File: src/rtl/dmem_access_unit_pkg.sv
// Shared encodings for the data-memory access unit: load/store size codes,
// access FSM state codes and byte-enable constants.
package dmem_access_unit_pkg;

   localparam logic [2:0] DM_WORD   = 3'b000;
   localparam logic [2:0] DM_HALF   = 3'b001;
   localparam logic [2:0] DM_HALF_U = 3'b010;
   localparam logic [2:0] DM_BYTE   = 3'b011;
   localparam logic [2:0] DM_BYTE_U = 3'b100;

   typedef enum logic [1:0] {
      DMA_IDLE = 2'd0,
      DMA_REQ  = 2'd1,
      DMA_DONE = 2'd2
   } dma_state_e;

   localparam logic [3:0] BE_NONE    = 4'b0000;
   localparam logic [3:0] BE_WORD    = 4'b1111;
   localparam logic [3:0] BE_HALF_LO = 4'b0011;
   localparam logic [3:0] BE_HALF_HI = 4'b1100;
   localparam logic [3:0] BE_BYTE0   = 4'b0001;

   // Codes outside the defined set fall into the word rule.
   function automatic logic is_misaligned(input logic [2:0] ctrl, input logic [1:0] off);
      case (ctrl)
         DM_HALF, DM_HALF_U: return off[0];
         DM_BYTE, DM_BYTE_U: return 1'b0;
         default:            return |off;
      endcase
   endfunction

endpackage

File: src/rtl/dmem_access_unit_lane_align.sv
// Combinational lane steering: store byte-enables and replicated write data,
// plus load extraction with sign/zero extension from the raw memory word.
module dmem_lane_align
   import dmem_access_unit_pkg::*;
(
   input  logic [2:0]  i_st_ctrl,
   input  logic [1:0]  i_st_off,
   input  logic [31:0] i_st_data,
   output logic [3:0]  o_st_be,
   output logic [31:0] o_st_data,
   input  logic [2:0]  i_ld_ctrl,
   input  logic [1:0]  i_ld_off,
   input  logic [31:0] i_ld_raw,
   output logic [31:0] o_ld_data
);

   logic [31:0] w_ld_shift;

   always_comb begin
      o_st_be   = BE_WORD;
      o_st_data = i_st_data;
      case (i_st_ctrl)
         DM_HALF, DM_HALF_U: begin
            o_st_be   = i_st_off[1] ? BE_HALF_HI : BE_HALF_LO;
            o_st_data = {2{i_st_data[15:0]}};
         end
         DM_BYTE, DM_BYTE_U: begin
            o_st_be   = BE_BYTE0 << i_st_off;
            o_st_data = {4{i_st_data[7:0]}};
         end
         default: ;
      endcase
   end

   assign w_ld_shift = i_ld_raw >> {i_ld_off, 3'b000};

   always_comb begin
      o_ld_data = w_ld_shift;
      case (i_ld_ctrl)
         DM_HALF:   o_ld_data = {{16{w_ld_shift[15]}}, w_ld_shift[15:0]};
         DM_HALF_U: o_ld_data = {16'h0000, w_ld_shift[15:0]};
         DM_BYTE:   o_ld_data = {{24{w_ld_shift[7]}}, w_ld_shift[7:0]};
         DM_BYTE_U: o_ld_data = {24'h000000, w_ld_shift[7:0]};
         default: ;
      endcase
   end

endmodule

File: src/rtl/dmem_access_unit.sv
// MEM-stage data-memory access unit: req/ack handshake to a variable-latency
// word memory, pipeline stall generation, ack timeout and lane handling.
//
// state    | meaning
// ---------+------------------------------------------------------------
// DMA_IDLE | no access; stall while a valid request is presented, launch it
// DMA_REQ  | mem_req held; wait for ack or timeout, counter running
// DMA_DONE | one cycle, load data / bus_err presented, stall released
module dmem_access_unit
   import dmem_access_unit_pkg::*;
#(
   parameter int unsigned ACK_TIMEOUT = 255,
   parameter int unsigned TMO_W       = 8
) (
   input  logic        i_clk,
   input  logic        i_rst,
   input  logic        i_cpu_mem_w,
   input  logic        i_cpu_mem_r,
   input  logic [31:0] i_cpu_addr,
   input  logic [31:0] i_cpu_wdata,
   input  logic [2:0]  i_cpu_dm_ctrl,
   output logic [31:0] o_cpu_rdata,
   output logic        o_cpu_stall,
   output logic        o_cpu_misalign,
   output logic        o_bus_err,
   output logic        o_mem_req,
   output logic        o_mem_we,
   output logic [31:0] o_mem_addr,
   output logic [31:0] o_mem_wdata,
   output logic [3:0]  o_mem_be,
   input  logic        i_mem_ack,
   input  logic [31:0] i_mem_rdata
);

   dma_state_e r_state, w_state_nxt;

   logic [TMO_W-1:0] r_cnt;
   logic             r_err;
   logic [31:0]      r_rdata;
   logic             r_mem_req;
   logic             r_mem_we;
   logic [31:0]      r_mem_addr;
   logic [31:0]      r_mem_wdata;
   logic [3:0]       r_mem_be;
   logic [2:0]       r_ld_ctrl;
   logic [1:0]       r_ld_off;

   logic        w_any;
   logic        w_misalign;
   logic        w_valid;
   logic        w_stall;
   logic        w_launch;
   logic        w_ack_hit;
   logic        w_tmo;
   logic [3:0]  w_st_be;
   logic [31:0] w_st_data;
   logic [31:0] w_ld_data;

   assign w_any      = i_cpu_mem_w | i_cpu_mem_r;
   assign w_misalign = w_any & is_misaligned(i_cpu_dm_ctrl, i_cpu_addr[1:0]);
   assign w_valid    = w_any & ~w_misalign;

   dmem_lane_align u_lane_align (
      .i_st_ctrl (i_cpu_dm_ctrl),
      .i_st_off  (i_cpu_addr[1:0]),
      .i_st_data (i_cpu_wdata),
      .o_st_be   (w_st_be),
      .o_st_data (w_st_data),
      .i_ld_ctrl (r_ld_ctrl),
      .i_ld_off  (r_ld_off),
      .i_ld_raw  (i_mem_rdata),
      .o_ld_data (w_ld_data)
   );

   always_ff @(posedge i_clk or negedge i_rst) begin
      if (!i_rst) r_state <= DMA_IDLE;
      else        r_state <= w_state_nxt;
   end

   always_comb begin
      w_state_nxt = r_state;
      w_stall     = 1'b0;
      w_launch    = 1'b0;
      w_ack_hit   = 1'b0;
      w_tmo       = 1'b0;
      case (r_state)
         DMA_IDLE: begin
            w_stall = w_valid;
            if (w_valid) begin
               w_launch    = 1'b1;
               w_state_nxt = DMA_REQ;
            end
         end
         DMA_REQ: begin
            w_stall = 1'b1;
            if (i_mem_ack) begin
               w_ack_hit   = 1'b1;
               w_state_nxt = DMA_DONE;
            end else if (r_cnt == TMO_W'(ACK_TIMEOUT - 1)) begin
               w_tmo       = 1'b1;
               w_state_nxt = DMA_DONE;
            end
         end
         DMA_DONE: w_state_nxt = DMA_IDLE;
         default:  w_state_nxt = DMA_IDLE;
      endcase
   end

   // Both strobes set is a write; reads carry no byte enables.
   always_ff @(posedge i_clk or negedge i_rst) begin
      if (!i_rst) begin
         r_cnt       <= '0;
         r_err       <= 1'b0;
         r_rdata     <= '0;
         r_mem_req   <= 1'b0;
         r_mem_we    <= 1'b0;
         r_mem_addr  <= '0;
         r_mem_wdata <= '0;
         r_mem_be    <= BE_NONE;
         r_ld_ctrl   <= DM_WORD;
         r_ld_off    <= 2'b00;
      end else begin
         if (w_launch) begin
            r_mem_req   <= 1'b1;
            r_mem_we    <= i_cpu_mem_w;
            r_mem_addr  <= {i_cpu_addr[31:2], 2'b00};
            r_mem_wdata <= i_cpu_mem_w ? w_st_data : '0;
            r_mem_be    <= i_cpu_mem_w ? w_st_be : BE_NONE;
            r_ld_ctrl   <= i_cpu_dm_ctrl;
            r_ld_off    <= i_cpu_addr[1:0];
            r_cnt       <= '0;
         end
         if (r_state == DMA_REQ) begin
            r_cnt <= r_cnt + TMO_W'(1);
            if (w_ack_hit || w_tmo) begin
               r_mem_req   <= 1'b0;
               r_mem_we    <= 1'b0;
               r_mem_addr  <= '0;
               r_mem_wdata <= '0;
               r_mem_be    <= BE_NONE;
               r_rdata     <= w_ack_hit ? w_ld_data : '0;
               r_err       <= w_tmo;
            end
         end
         if (r_state == DMA_DONE) begin
            r_cnt <= '0;
            r_err <= 1'b0;
         end
      end
   end

   assign o_cpu_rdata    = r_rdata;
   assign o_cpu_stall    = w_stall;
   assign o_cpu_misalign = w_misalign;
   assign o_bus_err      = (r_state == DMA_DONE) & r_err;
   assign o_mem_req      = r_mem_req;
   assign o_mem_we       = r_mem_we;
   assign o_mem_addr     = r_mem_addr;
   assign o_mem_wdata    = r_mem_wdata;
   assign o_mem_be       = r_mem_be;

endmodule

File: config.mk
export PLATFORM = sky130hd
export DESIGN_NAME = dmem_access_unit
export DESIGN_NICKNAME = d
export VERILOG_FILES = /design/src/rtl/dmem_access_unit_pkg.sv /design/src/rtl/dmem_access_unit_lane_align.sv /design/src/rtl/dmem_access_unit.sv
export SDC_FILE = /design/constraint.sdc
export NUM_CORES = 1
export LEC_CHECK = 0
export ABC_AREA = 1
export BUFFER_PORTS_ARGS = -buffer_cell sky130_fd_sc_hd__buf_2
export CORE_UTILIZATION = 23
export DETAILED_ROUTE_END_ITERATION = 8
export HOLD_SLACK_MARGIN = 0.08
export PLACE_DENSITY = 0.49
export SYNTH_ARGS = -nofsm -noshare
export SYNTH_HDL_FRONTEND = slang
export SYNTH_SLANG_ARGS = --single-unit
File: constraint.sdc
create_clock -name i_clk -period 2.6 [get_ports i_clk]
set_input_delay 0.78 -clock i_clk [delete_from_list [all_inputs] [get_ports i_clk]]
set_output_delay 0.78 -clock i_clk [all_outputs]
set_load 0.03 [all_outputs]
==> results of run 1 <==
stage by stage:
step                hold slack (ns)  setup WS, ns  instances
floorplan                    0.4628       0.01504        795
global placement             0.4570       0.03166       1318
detailed placement           0.4618       0.02111       1318
CTS                          0.2510       0.01539       1350
global route                 0.2680       0.01448       1350
finish                       0.2504       0.08501       1350
cell families after synthesis:
| family | share of synthesized area |
|---|---|
| AND/OR/NAND/NOR | 0.2712 |
| AO/OA/AOI/OAI | 0.1513 |
| flip-flops | 0.4904 |
| buffers and inverters | 0.06505 |
| multiplexers | 0.01164 |
| adder cells (fa/ha/maj) | 0.01039 |
layer usage:
layer | GRT usage | routed length (um)
met3 | 0.05025 | 1707
met4 | 0.05261 | 295
met5 | 0 | 13
met2 | 0.2384 | 8884
met1 | 0.2104 | 9540
cells in the mapped netlist, drive strengths merged:
cell type / number
a21boi: 1
a21o: 1
a21oi: 114
a22o: 14
a32o: 1
buf: 25
clkbuf: 19
clkinv: 2
dfrtp: 118
ha: 5
inv: 47
mux2i: 7
nand2: 325
nand3: 51
nand3b: 1
nand4: 2
nor2: 19
nor3: 3
o21a: 1
o21ai: 37
or2: 2
worst max-delay path: stages:
cell	delay, ns
buf_2	0.13
nor2_1	0.23
nor2_4	0.05
nand2_2	0.11
nand4_4	0.15
nand2_4	0.09
buf_2	0.19
state kept, by name, summed over array words and instances (netlist names):
signal,cells
o_mem_be,4
r_ld_off,2
r_ld_ctrl,3
r_cnt,8
o_mem_we,1
r_err,1
o_mem_req,1
o_mem_wdata,32
o_cpu_rdata,32
r_state,2
o_mem_addr,32
power breakdown:
part	internal, mW	total [mW]	switching (mW)	leakage [nW]
logic	1.50	5.00	3.50	2.53
clock network	1.54	2.52	0.979	0.304
registers	2.58	3.02	0.441	1.54
total	5.63	10.5	4.92	4.37
cell type report:
class / instances / area share
flip-flops and latches: 118 / 0.3588
inverters: 49 / 0.02235
clock buffers: 18 / 0.05215
clock inverters: 14 / 0.02326
well taps: 330 / 0.05017
repair buffers: 237 / 0.1642
multi-input cells: 584 / 0.3290
how the worst max path moves through the flow:
stage | to | depth (start not counted) | slack (ns)
6_report | o_cpu_stall | 7 | 0.09
2_1_floorplan | o_cpu_stall | 8 | 0.02
4_1_cts | o_cpu_misalign | 7 | 0.02
3_3_place_gp | o_cpu_misalign | 7 | 0.03
3_5_place_dp | o_cpu_misalign | 7 | 0.02
5_1_grt | o_cpu_stall | 7 | 0.01
==> results.sh, run 1 <==
export IMPL_antenna_found_initial=2
export IMPL_track_usage=0.1574
export IMPL_cts_tree="done"
export IMPL_crit_arrival_ns=1.73
export IMPL_grt_max_degree=85
export IMPL_drc=0
export IMPL_critPathRequiredTime_ns=1.82
export IMPL_hold_viol=0
export IMPL_wl_per_cell_um=15.14
export IMPL_placed_cell_area_um2=7602
export IMPL_power_leakage_nw=4.373
export IMPL_layout_drive_gt1_share=0.2765
export IMPL_dieArea_um2=26830
export IMPL_cts_resized=0
export IMPL_clock_sinks=118
export IMPL_synthTopCellsByArea="dfrtp_1, nand2_1, a21oi_1"
export IMPL_maxCapViolCount=0
export IMPL_cts_hold_buf=0
export IMPL_ys_types=29
export IMPL_multi_input_area_um2=2708
export IMPL_io_buffers=208
export IMPL_grt_pass1_vias=6027
export IMPL_finalSetupViolCount=0
export IMPL_worstReg2RegEnd="o_cpu_rdata[25]$_DFFE_PN0P_"
export IMPL_htree_num_levels=4
export IMPL_rr_worst_depth=9
export IMPL_r2r_slack_ns=0.42
export IMPL_synth_seq_area_share=0.4904
export IMPL_grt_overflow=0
export IMPL_netlist_area_leader_share=0.4904
export IMPL_ir_drop_mv=0.6910
export IMPL_num_vias=6099
export IMPL_vias_per_cell=4.518
export IMPL_clkTransAtPathRegs_ns=0.06
export IMPL_die_h_um=163.8
export IMPL_slew_limit_headroom=0.4012
export IMPL_worstSetupPathType="input pin to primary output"
export IMPL_clk_insertion_delay_late_ns=0.43
export IMPL_worst_path_max_fanout=5
export IMPL_period_minus_slack_ns=2.515
export IMPL_yosys_warnings=0
export IMPL_power_density_nw_per_um2=1281
export IMPL_finalMaxSlewViolations=0
export IMPL_worstSetupStartpointType="input pin"
export IMPL_end_kind="primary output"
export IMPL_fill_cells=2810
export IMPL_hold_path_class="input pin to asynchronous set/reset pin"
export IMPL_pin_count=209
export IMPL_die_w_um=163.8
export IMPL_r2r_start="r_ld_ctrl[2]$_DFFE_PN0P_"
export IMPL_clk_path_buf_depth=2
export IMPL_final_cell_mix="nand2_1, buf_2, dfrtp_1, a21oi_1, nand3_1"
export IMPL_clock_skew_ns=0.01857
export IMPL_area_delta_synth_final_pct=36.68
export IMPL_drt_initial_drc_count=432
export IMPL_rows=58
export IMPL_final_setup_tns_ns=0
export IMPL_period_share=0.9673
export IMPL_final_common_cell="nand2_1"
export IMPL_yosys_area_top_type="dfrtp_1"
export IMPL_clk_root_buffer_cell="clkbuf_16"
export IMPL_diodes=0
export IMPL_grt_pass1_wl_um=32550
export IMPL_syn_num_nets=904
export IMPL_stdcell_area_um2=8229
export IMPL_core_area_um2=25400
export IMPL_yosys_register_bits=118
export IMPL_ant_nets=0
export IMPL_dr_pass1_iters=5
export IMPL_synth_cells=795
export IMPL_utilization=0.3240
export IMPL_post_cts_setup_buffer_count=0
export IMPL_drt_total_wl_um=20440
export IMPL_worst_pin_slew_ns=0.8949
export IMPL_max_freq_mhz=397.6
export IMPL_rsz0062_at_grt="false"
export IMPL_routabilityCongestion=0.9121
export IMPL_syn_area_per_cell_um2=7.573
export IMPL_ff_latch_area_um2=2953
export IMPL_nNetsFinal=1116
export IMPL_cts_buffers=17
export IMPL_dp_hpwl_um=14550
export IMPL_outcome="finished, final reports clean"
export IMPL_start_util=0.2370
export IMPL_p_total_mw=10.54
export IMPL_mappedNetlistArea_um2=6021
export IMPL_critical_path_startpoint="i_cpu_dm_ctrl[1]"
(Power assumes the default switching activity.)
==> run 2, diff against run 1 <==
Settings changed: CORE_ASPECT_RATIO from default to 1.2, TNS_END_PERCENT from default to 50.
==> results.sh, run 2 (same netlist as run 1, synthesis figures left out) <==
export IMPL_clock_skew_ns=0.01206
export IMPL_worst_path_max_fanout=4
export IMPL_worstSetupPathType="input pin to primary output"
export IMPL_start_util=0.2350
export IMPL_end_kind="primary output"
export IMPL_track_usage=0.1575
export IMPL_instances_no_fill=1349
export IMPL_cts_hold_buf=0
export IMPL_r2r_slack_ns=0.43
export IMPL_placed_cell_area_um2=7560
export IMPL_p_total_mw=10.39
export IMPL_hold_viol=0
export IMPL_met3_wirelength_um=1453
export IMPL_cpPeakStageDelay_ns=0.23
export IMPL_die_h_um=179.2
export IMPL_clock_sinks=118
export IMPL_place_inst=1315
export IMPL_grt_pass1_wl_um=32620
export IMPL_max_freq_mhz=395.0
export IMPL_clk_path_buf_depth=2
export IMPL_pin_count=209
export IMPL_cts_buffers=17
export IMPL_dr_pass1_iters=5
export IMPL_drc=0
export IMPL_antenna_found_initial=1
export IMPL_holdWs_ns=0.3452
export IMPL_nNetsFinal=1113
export IMPL_routabilityCongestion=0.8791
export IMPL_clkTransAtPathRegs_ns=0.05
export IMPL_area_delta_synth_final_pct=35.58
export IMPL_path_cells="buf_2, inv_1, nand2_2, nor2_4, nand2_2, a21boi_1, buf_2"
export IMPL_htree_num_levels=4
export IMPL_ir_drop_mv=0.5099
export IMPL_grt_max_degree=68
export IMPL_top_layer="met4"
export IMPL_grt_pass1_vias=6099
export IMPL_slowest_stage="buf_2"
export IMPL_met1Wirelength_um=9112
export IMPL_clk_root_buffer_cell="clkbuf_16"
export IMPL_post_cts_setup_buffer_count=0
export IMPL_stdcell_area_um2=8163
export IMPL_drt_total_wl_um=20640
export IMPL_maxCapViolCount=0
export IMPL_finalMaxSlewViolations=0
export IMPL_cts_tree="done"
export IMPL_clk_insertion_delay_late_ns=0.41
export IMPL_hold_path_class="input pin to asynchronous set/reset pin"
export IMPL_slew_limit_headroom=0.4823
export IMPL_rsz0062_at_grt="true"
export IMPL_period_share=0.9736
export IMPL_power_leakage_nw=4.326
export IMPL_finalSetupViolCount=0
export IMPL_dp_hpwl_um=14540
export IMPL_core_area_um2=25620
export IMPL_rows=64
export IMPL_die_w_um=149.7
export IMPL_crit_arrival_ns=1.75
export IMPL_final_cell_mix="nand2_1, buf_2, dfrtp_1, a21oi_1, nand3_1"
export IMPL_layout_drive_gt1_share=0.2743
export IMPL_dieArea_um2=26830
export IMPL_power_density_nw_per_um2=1272
export IMPL_io_buffers=208
export IMPL_num_vias=6040
export IMPL_utilization=0.3186
export IMPL_vias_per_cell=4.477
export IMPL_worstSetupStartpointType="input pin"
export IMPL_grt_overflow=0
export IMPL_ant_nets=0
export IMPL_drt_initial_drc_count=235
export IMPL_worst_pin_slew_ns=0.7766
export IMPL_critPathRequiredTime_ns=1.82
export IMPL_final_common_cell="nand2_1"
export IMPL_wl_per_cell_um=15.30
export IMPL_wl_met2_um=9757
export IMPL_outcome="finished, final reports clean"
export IMPL_period_minus_slack_ns=2.531
-- run 2: through the flow --
stage	setup TNS [ns]	worst slack (ns)
2_1_floorplan	-0.09565	-0.09565
3_3_place_gp	0	0.005023
3_5_place_dp	-0.004033	-0.004033
4_1_cts	0	0.03023
5_1_grt	-0.003358	-0.003358
6_report	0	0.06852
-- run 2: per-layer routing --
metal  GRT usage  vias up
met1      0.1971     2838
li1            -     2996
met4     0.05261        0
met3     0.04427       17
met2      0.2589      189
met5           0        -
-- run 2: area by class of cell --
type / count / area [um2]
Fill cell: 2820 / 17460
Sequential cell: 118 / 2953
Multi-Input combinational cell: 584 / 2705
Timing Repair Buffer: 234 / 1316
Clock buffer: 21 / 460.4
Tap cell: 330 / 412.9
Inverter: 49 / 183.9
Clock inverter: 11 / 126.4
Antenna cell: 2 / 5.005
-- run 2: path summary, 6_finish.rpt --
| kind | from | end | cells past startpoint |
|---|---|---|---|
| setup / recovery | i_cpu_dm_ctrl[2] | o_cpu_misalign | 7 |
| hold / removal | i_rst | o_cpu_rdata[4]$_DFFE_PN0P_ | 1 |
| setup reg to reg | r_ld_off[0]$_DFFE_PN0P_ | o_cpu_rdata[19]$_DFFE_PN0P_ | 8 |
| hold reg to reg | o_cpu_rdata[25]$_DFFE_PN0P_ | o_cpu_rdata[25]$_DFFE_PN0P_ | 2 |
| max in group asynchronous | i_rst | o_mem_addr[16]$_DFF_PN0_ | 2 |
| min in group i_clk | o_cpu_rdata[25]$_DFFE_PN0P_ | o_cpu_rdata[25]$_DFFE_PN0P_ | 2 |
-- run 2: power by group --
part / total, mW / switching [mW] / internal (mW) / leakage, nW
clock: 2.37 / 0.907 / 1.46 / 0.275
sequential: 3.02 / 0.433 / 2.58 / 1.54
combinational: 5.00 / 3.50 / 1.50 / 2.51
total: 10.4 / 4.83 / 5.55 / 4.33
-- run 2: what timing repair did --
item                       4_1_cts  5_1_grt
pin swaps                        0        0
gates resized for setup          2        2
setup endpoints to repair        1        1
-- run 2: critical path: cells and delay by family --
family	cells	cell delay, ns
AOI/OAI and AO/OA	1	0.19
buffers and inverters	3	0.47
and+or+nand+nor	3	0.31
